--- config.mk ---
export PLATFORM = sky130hd
export DESIGN_NAME = fetch_stage
export DESIGN_NICKNAME = d
export VERILOG_FILES = /design/src/rtl/fetch_stage.sv
export SDC_FILE = /design/constraint.sdc
export NUM_CORES = 1
export LEC_CHECK = 0
export BUFFER_PORTS_ARGS = -buffer_cell sky130_fd_sc_hd__buf_2
export CAP_MARGIN = 10
export CORE_MARGIN = 4
export CORE_UTILIZATION = 55
export DETAILED_ROUTE_END_ITERATION = 16
export PLACE_DENSITY = 0.86
export SYNTH_ARGS = -nofsm -noshare
export SYNTH_HDL_FRONTEND = slang
export SYNTH_SLANG_ARGS = --single-unit
--- constraint.sdc ---
create_clock -name clk -period 5.7 [get_ports clk]
set_input_delay 0.285 -clock clk [delete_from_list [all_inputs] [get_ports clk]]
set_output_delay 0.285 -clock clk [all_outputs]
set_load 0.03 [all_outputs]
--- src/rtl/fetch_stage.sv ---
// ---------------------------------------------------------------------------
// fetch_stage: IF stage of the 5-stage core, directly upstream of decode.
// Owns the fetch PC (pc_f) and drives a synchronous-read instruction memory
// with 1-cycle read latency. It presents instruction/curr_pc/next_pc to
// decode, inserts NOP bubbles on redirect, and handles stalls, EX redirects,
// interrupt entry (EPC save + vector jump) and rti return.
//
// Ports:
//   clk, rst_n              clock, synchronous active-low reset
//   hazard                  load-use stall from decode (hold IF and ID)
//   stall_mem               memory stall (freeze all state)
//   flush, branch_target    EX redirect and its target address
//   rti                     EX executing rti, qualified by flush
//   interrupt               external interrupt request (level or pulse)
//   interrupt_branch_alert  decode holds a branch/jalr in ID
//   imem_rdata              memory data for last cycle's imem_addr
//   imem_addr               fetch address (pc_f register)
//   instruction             instruction in ID (NOP when ID is empty)
//   curr_pc, next_pc        PC of the ID instruction and PC + 4
//   int_flush               squash ID this cycle (interrupt being taken)
//   int_active, epc         ISR in progress, saved return PC
// ---------------------------------------------------------------------------
module fetch_stage #(
  parameter logic [31:0] RESET_PC   = 32'h0000_0000,
  parameter logic [31:0] ISR_VECTOR = 32'h0000_0100,
  parameter logic [31:0] NOP        = 32'h0000_0013
) (
  input  logic        clk,
  input  logic        rst_n,
  input  logic        hazard,
  input  logic        stall_mem,
  input  logic        flush,
  input  logic [31:0] branch_target,
  input  logic        rti,
  input  logic        interrupt,
  input  logic        interrupt_branch_alert,
  input  logic [31:0] imem_rdata,
  output logic [31:0] imem_addr,
  output logic [31:0] instruction,
  output logic [31:0] curr_pc,
  output logic [31:0] next_pc,
  output logic        int_flush,
  output logic        int_active,
  output logic [31:0] epc
);

  localparam int unsigned XLEN = 32;
  localparam logic [XLEN-1:0] PC_STEP = XLEN'(4);

  logic [XLEN-1:0] pc_f_q, pc_f_d;
  logic [XLEN-1:0] curr_pc_q, curr_pc_d;
  logic [XLEN-1:0] hold_reg_q, hold_reg_d;
  logic [XLEN-1:0] epc_q, epc_d;
  logic            valid_id_q, valid_id_d;
  logic            held_q, held_d;
  logic            int_active_q, int_active_d;
  logic            int_pending_q, int_pending_d;

  logic stall;
  logic int_take;

  // Stall and interrupt-take qualification
  always_comb begin
    stall    = hazard | stall_mem;
    int_take = int_pending_q & ~int_active_q & valid_id_q & ~stall & ~flush &
               ~interrupt_branch_alert;
  end

  // Next-state logic, in update priority order
  always_comb begin
    pc_f_d        = pc_f_q;
    curr_pc_d     = curr_pc_q;
    hold_reg_d    = hold_reg_q;
    epc_d         = epc_q;
    valid_id_d    = valid_id_q;
    held_d        = held_q;
    int_active_d  = int_active_q;
    int_pending_d = int_pending_q | interrupt;

    if (!stall_mem) begin
      if (flush && rti) begin
        pc_f_d       = epc_q;
        int_active_d = 1'b0;
        valid_id_d   = 1'b0;
      end else if (flush) begin
        pc_f_d     = branch_target;
        valid_id_d = 1'b0;
      end else if (int_take) begin
        pc_f_d        = ISR_VECTOR;
        epc_d         = curr_pc_q;
        int_active_d  = 1'b1;
        int_pending_d = 1'b0;
        valid_id_d    = 1'b0;
      end else if (!hazard) begin
        curr_pc_d  = pc_f_q;
        pc_f_d     = pc_f_q + PC_STEP;
        valid_id_d = 1'b1;
      end
    end

    // Keep the stalled ID instruction once memory output moves on to pc_f
    if (stall && !held_q && valid_id_q) begin
      hold_reg_d = imem_rdata;
      held_d     = 1'b1;
    end else if (!stall) begin
      held_d = 1'b0;
    end
    if (!stall_mem && (flush || int_take)) begin
      held_d = 1'b0;
    end
  end

  // State registers
  always_ff @(posedge clk) begin
    if (!rst_n) begin
      pc_f_q        <= RESET_PC;
      curr_pc_q     <= '0;
      hold_reg_q    <= '0;
      epc_q         <= '0;
      valid_id_q    <= 1'b0;
      held_q        <= 1'b0;
      int_active_q  <= 1'b0;
      int_pending_q <= 1'b0;
    end else begin
      pc_f_q        <= pc_f_d;
      curr_pc_q     <= curr_pc_d;
      hold_reg_q    <= hold_reg_d;
      epc_q         <= epc_d;
      valid_id_q    <= valid_id_d;
      held_q        <= held_d;
      int_active_q  <= int_active_d;
      int_pending_q <= int_pending_d;
    end
  end

  // Output drive
  always_comb begin
    imem_addr   = pc_f_q;
    curr_pc     = curr_pc_q;
    next_pc     = curr_pc_q + PC_STEP;
    int_flush   = int_take;
    int_active  = int_active_q;
    epc         = epc_q;
    if (!valid_id_q) begin
      instruction = NOP;
    end else if (held_q) begin
      instruction = hold_reg_q;
    end else begin
      instruction = imem_rdata;
    end
  end

endmodule

# --- After elaboration in Yosys (flattened, before gate mapping) ---
# Cells that the tools add are included.
op_classes:
  addsub: 2
  multipliers: 0
  div: 0
  n_lt_le_gt_ge: 0
  eq_ne: 3
  shifts: 0
  muxes: 19
  bitwise: 16
  reduce_logical: 13
ops:
  columns: ["op", "n"]
  rows:
  - ["32-bit two-way mux", 6]
  - ["32-bit by 3-bit adder with 32-bit output, second input constant", 2]
  - ["1-bit two-way mux", 13]
  - ["1-bit NOT", 9]
  - ["1-bit bitwise AND", 5]
  - ["5-bit AND reduction", 1]
  - ["1-bit logical AND", 4]
  - ["2-bit by 1-bit inequality test with 1-bit output, second input constant", 2]
  - ["4-bit by 1-bit inequality test with 1-bit output, second input constant", 1]
  - ["4-bit AND reduction", 1]
  - ["3-bit AND reduction", 1]
  - ["1-bit zero test", 2]
  - ["1-bit OR", 2]
  - ["2-bit AND reduction", 1]
  - ["2-bit nonzero test", 1]
  - ["2-bit OR reduction", 1]
  - ["1-bit logical OR", 1]
totals:
  regBits: 132
  latchBits: 0
  ramBits: 0
  romBits: 0
  memories: 0

# --- Logic depth before layout (Yosys ltp) ---
depth:
  ltp_word: 10
  ltp_mapped: 7
  mapped_depth_nobuf: 6

# --- Worst setup path after synthesis ---
# OpenSTA, ideal clock, no wires.
synth_timing:
  path_kind: "register -> output"
  from: "register curr_pc_q[4] (netlist: curr_pc[4])"
  to: "output next_pc[19]"
  arrival_ps: 2208
  required_ps: 5415
  setup_slack_ps: 3207
  stages_incl_launch_ff: 8
  cell_sequence: "dfxtp_1 -> and3_1 -> and4_1 -> clkbuf_1 -> and3_1 -> clkbuf_1 -> nand4_1 -> xnor2_1"
synth_via:
  elab_chain_len: 1
synth_lines:
  columns: ["item", "line", "rtl"]
  rows:
  - ["start: declaration", "51", "logic [XLEN-1:0] curr_pc_q, curr_pc_d;"]
  - ["start signal: assignment", "126", "curr_pc_q <= curr_pc_d;"]
  - ["32-bit by 3-bit adder with 32-bit output", "140", "next_pc = curr_pc_q + PC_STEP;"]
  - ["end: declaration", "41", "output logic [31:0] next_pc,"]
# Every way passes these cells.

# --- Worst setup path after layout ---
layout_timing:
  from: "register valid_id_q"
  to: "output int_flush"
layout_via:
  elab_chain_len: 4
layout_lines:
  columns: ["item", "line", "rtl"]
  rows:
  - ["start: declaration", "54", "logic valid_id_q, valid_id_d;"]
  - ["start signal: assignment", "129", "valid_id_q <= valid_id_d;"]
  - ["1-bit bitwise AND (4 in a row)", "65", "int_take = int_pending_q & ~int_active_q & valid_id_q & ~stall & ~flush &"]
  - ["end: declaration", "42", "output logic int_flush,"]
# Every way passes these cells.

==> results_dict.tcl <==
set metrics [dict create \
    endpoint_kind "output port" \
    yosys_warnings 0 \
    cp-start-kind "flip-flop" \
    relSlewSlack_pct 23.6 \
    die_height_um 120 \
    gp_congestion 0.931 \
    synth_fp_nets 976 \
    grt_pass1_vias 6892 \
    root_buffer "clkbuf_16" \
    reg2regPathDepth 6 \
    cts.path.max_buffers 2 \
    hpwl_um 14900 \
    die_w_um 120 \
    crit_required_ps 5410 \
    synth_top_area_cell "dfxtp_1" \
    drive_above_1_share_pct 26.0 \
    comb_power_share_pct 10.8 \
    routed_via_density 5.87 \
    critPathKind "flip-flop to output port" \
    synth_edf_count 0 \
    switchingPower_w 0.000574 \
    n_antenna_cell 0 \
    path_clk_slew_ps 50 \
    dieArea_um2 14300 \
    rows 40 \
    synth_area_leaders "dfxtp_1 (39%), nand2_1 (12%), a21oi_1 (9.0%)" \
    grt-ovfl-total 0 \
    cts_tree "done" \
    setup_viol 0 \
    numCtsBuffers 17 \
    htree_levels 4 \
    tightest_slew_ps 1140 \
    p_seq_share_pct 43.6 \
    fin_area_um2 8590 \
    drv_slew 0 \
    period_minus_slack_ps 3160 \
    p_per_area_nw_per_um2 263 \
    firstDrtPassIters 7 \
    cts_setup_buffers 0 \
    wirelength_um 21600 \
    drt_iter0_drc 677 \
    p_sw_share_pct 25.4 \
    rsz0062_at_grt "false" \
    drcViolationCount 0 \
    cts_hold_buf 0 \
    hold_violations 0 \
    synthArstFlopShare_pct 0 \
    cts_sinks 132 \
    clock.fmax_ghz 0.317 \
    grt_pass1_wl_um 34100 \
    p_clk_share_pct 45.6 \
    yosysSeqAreaShare_pct 38.5 \
    crit_fanout 38 \
    netlist_area_um2 6860 \
    port-buffer-count 233 \
    grt_max_degree 66 \
    fillers 1002 \
    wire_per_inst_um 17.0 \
    fin_worst_skew_ps 7.88 \
    coreArea_um2 12100 \
    outcome "finished clean" \
    ys_ff_latch 132 \
    tns_ps 0 \
    post-route-period-util_pct 55.4 \
    synth.top_cell.area_share_pct 38.5 \
    syn_to_final_growth_pct 25.2 \
    grt_usage_pct 28.9 \
    yosysUniqueCellTypes 55 \
    grt_antenna_before_repair 1 \
    drv_cap 0 \
    ctsResizeCount 0 \
    p_leak_nw 3.57 \
    min_path_cells 3 \
    syn_inst 902 \
    dominantRegCellSynth "dfxtp_1" \
    placed_area_um2 8030 \
    nets 1166 \
    arrival_ps 2870 \
    worstSkewPairLatency_ps 410 \
    ios 234 \
    avgSynthCellArea_um2 7.60 \
    start_util_pct 56.6 \
    intPower_w 0.00169 \
    via_count 7465 \
    hp-class "input pin to flip-flop" \
    ir_drop_mv 0.184 \
    ant_nets 0 \
]
## placed cells by master, fill, tap and decap left out, drive strengths merged, types with 7 or more instances in the layout
cell,Yosys,final
o21ai,35,35
xnor2,22,22
nand3,30,30
nor2b,30,30
nor4,11,11
and3,12,12
nand4,18,18
mux2i,48,48
inv,13,12
mux2,10,10
nand2,226,226
nor2,26,26
a21oi,123,123
a31oi,7,7
clkbuf,54,27
buf,16,241
and4,7,7
dfxtp,132,132
## power groups by stage
stage / Combinational, W / Sequential [W] / Clock [W]
3_3_place_gp: 0.000238 / 0.00100 / 0
2_1_floorplan: 0.000146 / 0.00101 / 0
4_1_cts: 0.000243 / 0.000983 / 0.00103
5_1_grt: 0.000263 / 0.000988 / 0.00108
6_report: 0.000245 / 0.000984 / 0.00103
3_5_place_dp: 0.000241 / 0.00100 / 0
## area by class of cell
class / instances / area, um2 / area share (%)
Sequential cell: 132 / 2640 / 30.8
Clock inverter: 4 / 45.0 / 0.525
Clock buffer: 27 / 513 / 5.97
Timing Repair Buffer: 241 / 1230 / 14.3
Multi-Input combinational cell: 687 / 3900 / 45.4
Inverter: 13 / 50.0 / 0.583
Tap cell: 168 / 210 / 2.45
## stage by stage
stage	cells	hold slack [ps]	worst slack, ps	power [W]	util, %
final	1272	123	2540	0.00226	70.9
after global routing	1272	121	2270	0.00233	70.9
after CTS	1272	113	2500	0.00226	70.9
after detailed placement	1241	446	2700	0.00124	66.3
after global placement	1241	442	2810	0.00124	66.3
after floorplan	902	421	3210	0.00115	-
## cells in the mapped netlist (2+ instances only)
cell	count
nor3b_1	3
nor2b_1	30
or4_1	4
and4_1	7
nor2_1	26
xnor2_1	22
o311ai_1	3
o21ai_1	17
o311ai_0	2
and2_1	3
nand4_1	17
or3_1	6
o22ai_1	2
a211o_1	3
mux2i_1	48
buf_4	2
dfxtp_1	132
a221oi_1	3
o21ai_0	18
o32ai_1	6
a22oi_1	3
inv_1	10
nor4_1	10
xor2_1	6
and3_1	12
nand2_1	226
a211oi_1	3
o31a_1	4
o2bb2ai_1	4
nand3_1	30
mux2_2	10
a31oi_1	7
ha_1	2
buf_1	9
buf_2	5
or2_1	2
clkbuf_1	54
o221ai_1	3
nand2b_1	3
a21oi_1	123
nor3_1	6
inv_2	3
## worst max-delay path: stages (launching register included)
cell	delay (ps)
dfxtp_1	1040
nor4bb_1	390
nand3_1	160
inv_2	550
buf_2	320
## path summary, 6_finish.rpt
| check | from | endpoint | slack, ps |
|---|---|---|---|
| worst min-delay path | imem_rdata[0] | hold_reg_q[0]$_SDFFE_PN0P_ | 120 |
| worst max-delay path | valid_id_q$_SDFFE_PN0P_ | int_flush | 2540 |
| worst min register to register | hold_reg_q[3]$_SDFFE_PN0P_ | hold_reg_q[3]$_SDFFE_PN0P_ | 450 |
| worst max register to register | valid_id_q$_SDFFE_PN0P_ | curr_pc[22]$_SDFFE_PN0P_ | 2620 |
## metal layers
layer	part of all wire, %	vias to the layer above	global-route usage (%)
li1	-	3530	-
met1	41	3485	37.6
met2	47	399	47.0
met3	9.2	49	6.55
met4	2.6	2	10.5
met5	0.060	-	0
## sequential cells by signal, indices dropped and copies added, names as in the netlist
signal	count
curr_pc	32
held_q	1
int_pending_q	1
imem_addr	32
epc	32
valid_id_q	1
int_active	1
hold_reg_q	32
## logic make-up after synthesis
| kind of cell | count (synthesis) | synth area share, % |
|---|---|---|
| compound gates | 207 | 17.4 |
| xor+xnor | 28 | 3.58 |
| fa+ha+maj | 2 | 0.365 |
| buf+inv | 83 | 4.74 |
| flops | 132 | 38.5 |
| mux | 58 | 8.65 |
| simple gates | 392 | 26.8 |
No activity file was read; power rests on OpenSTA's default activity.
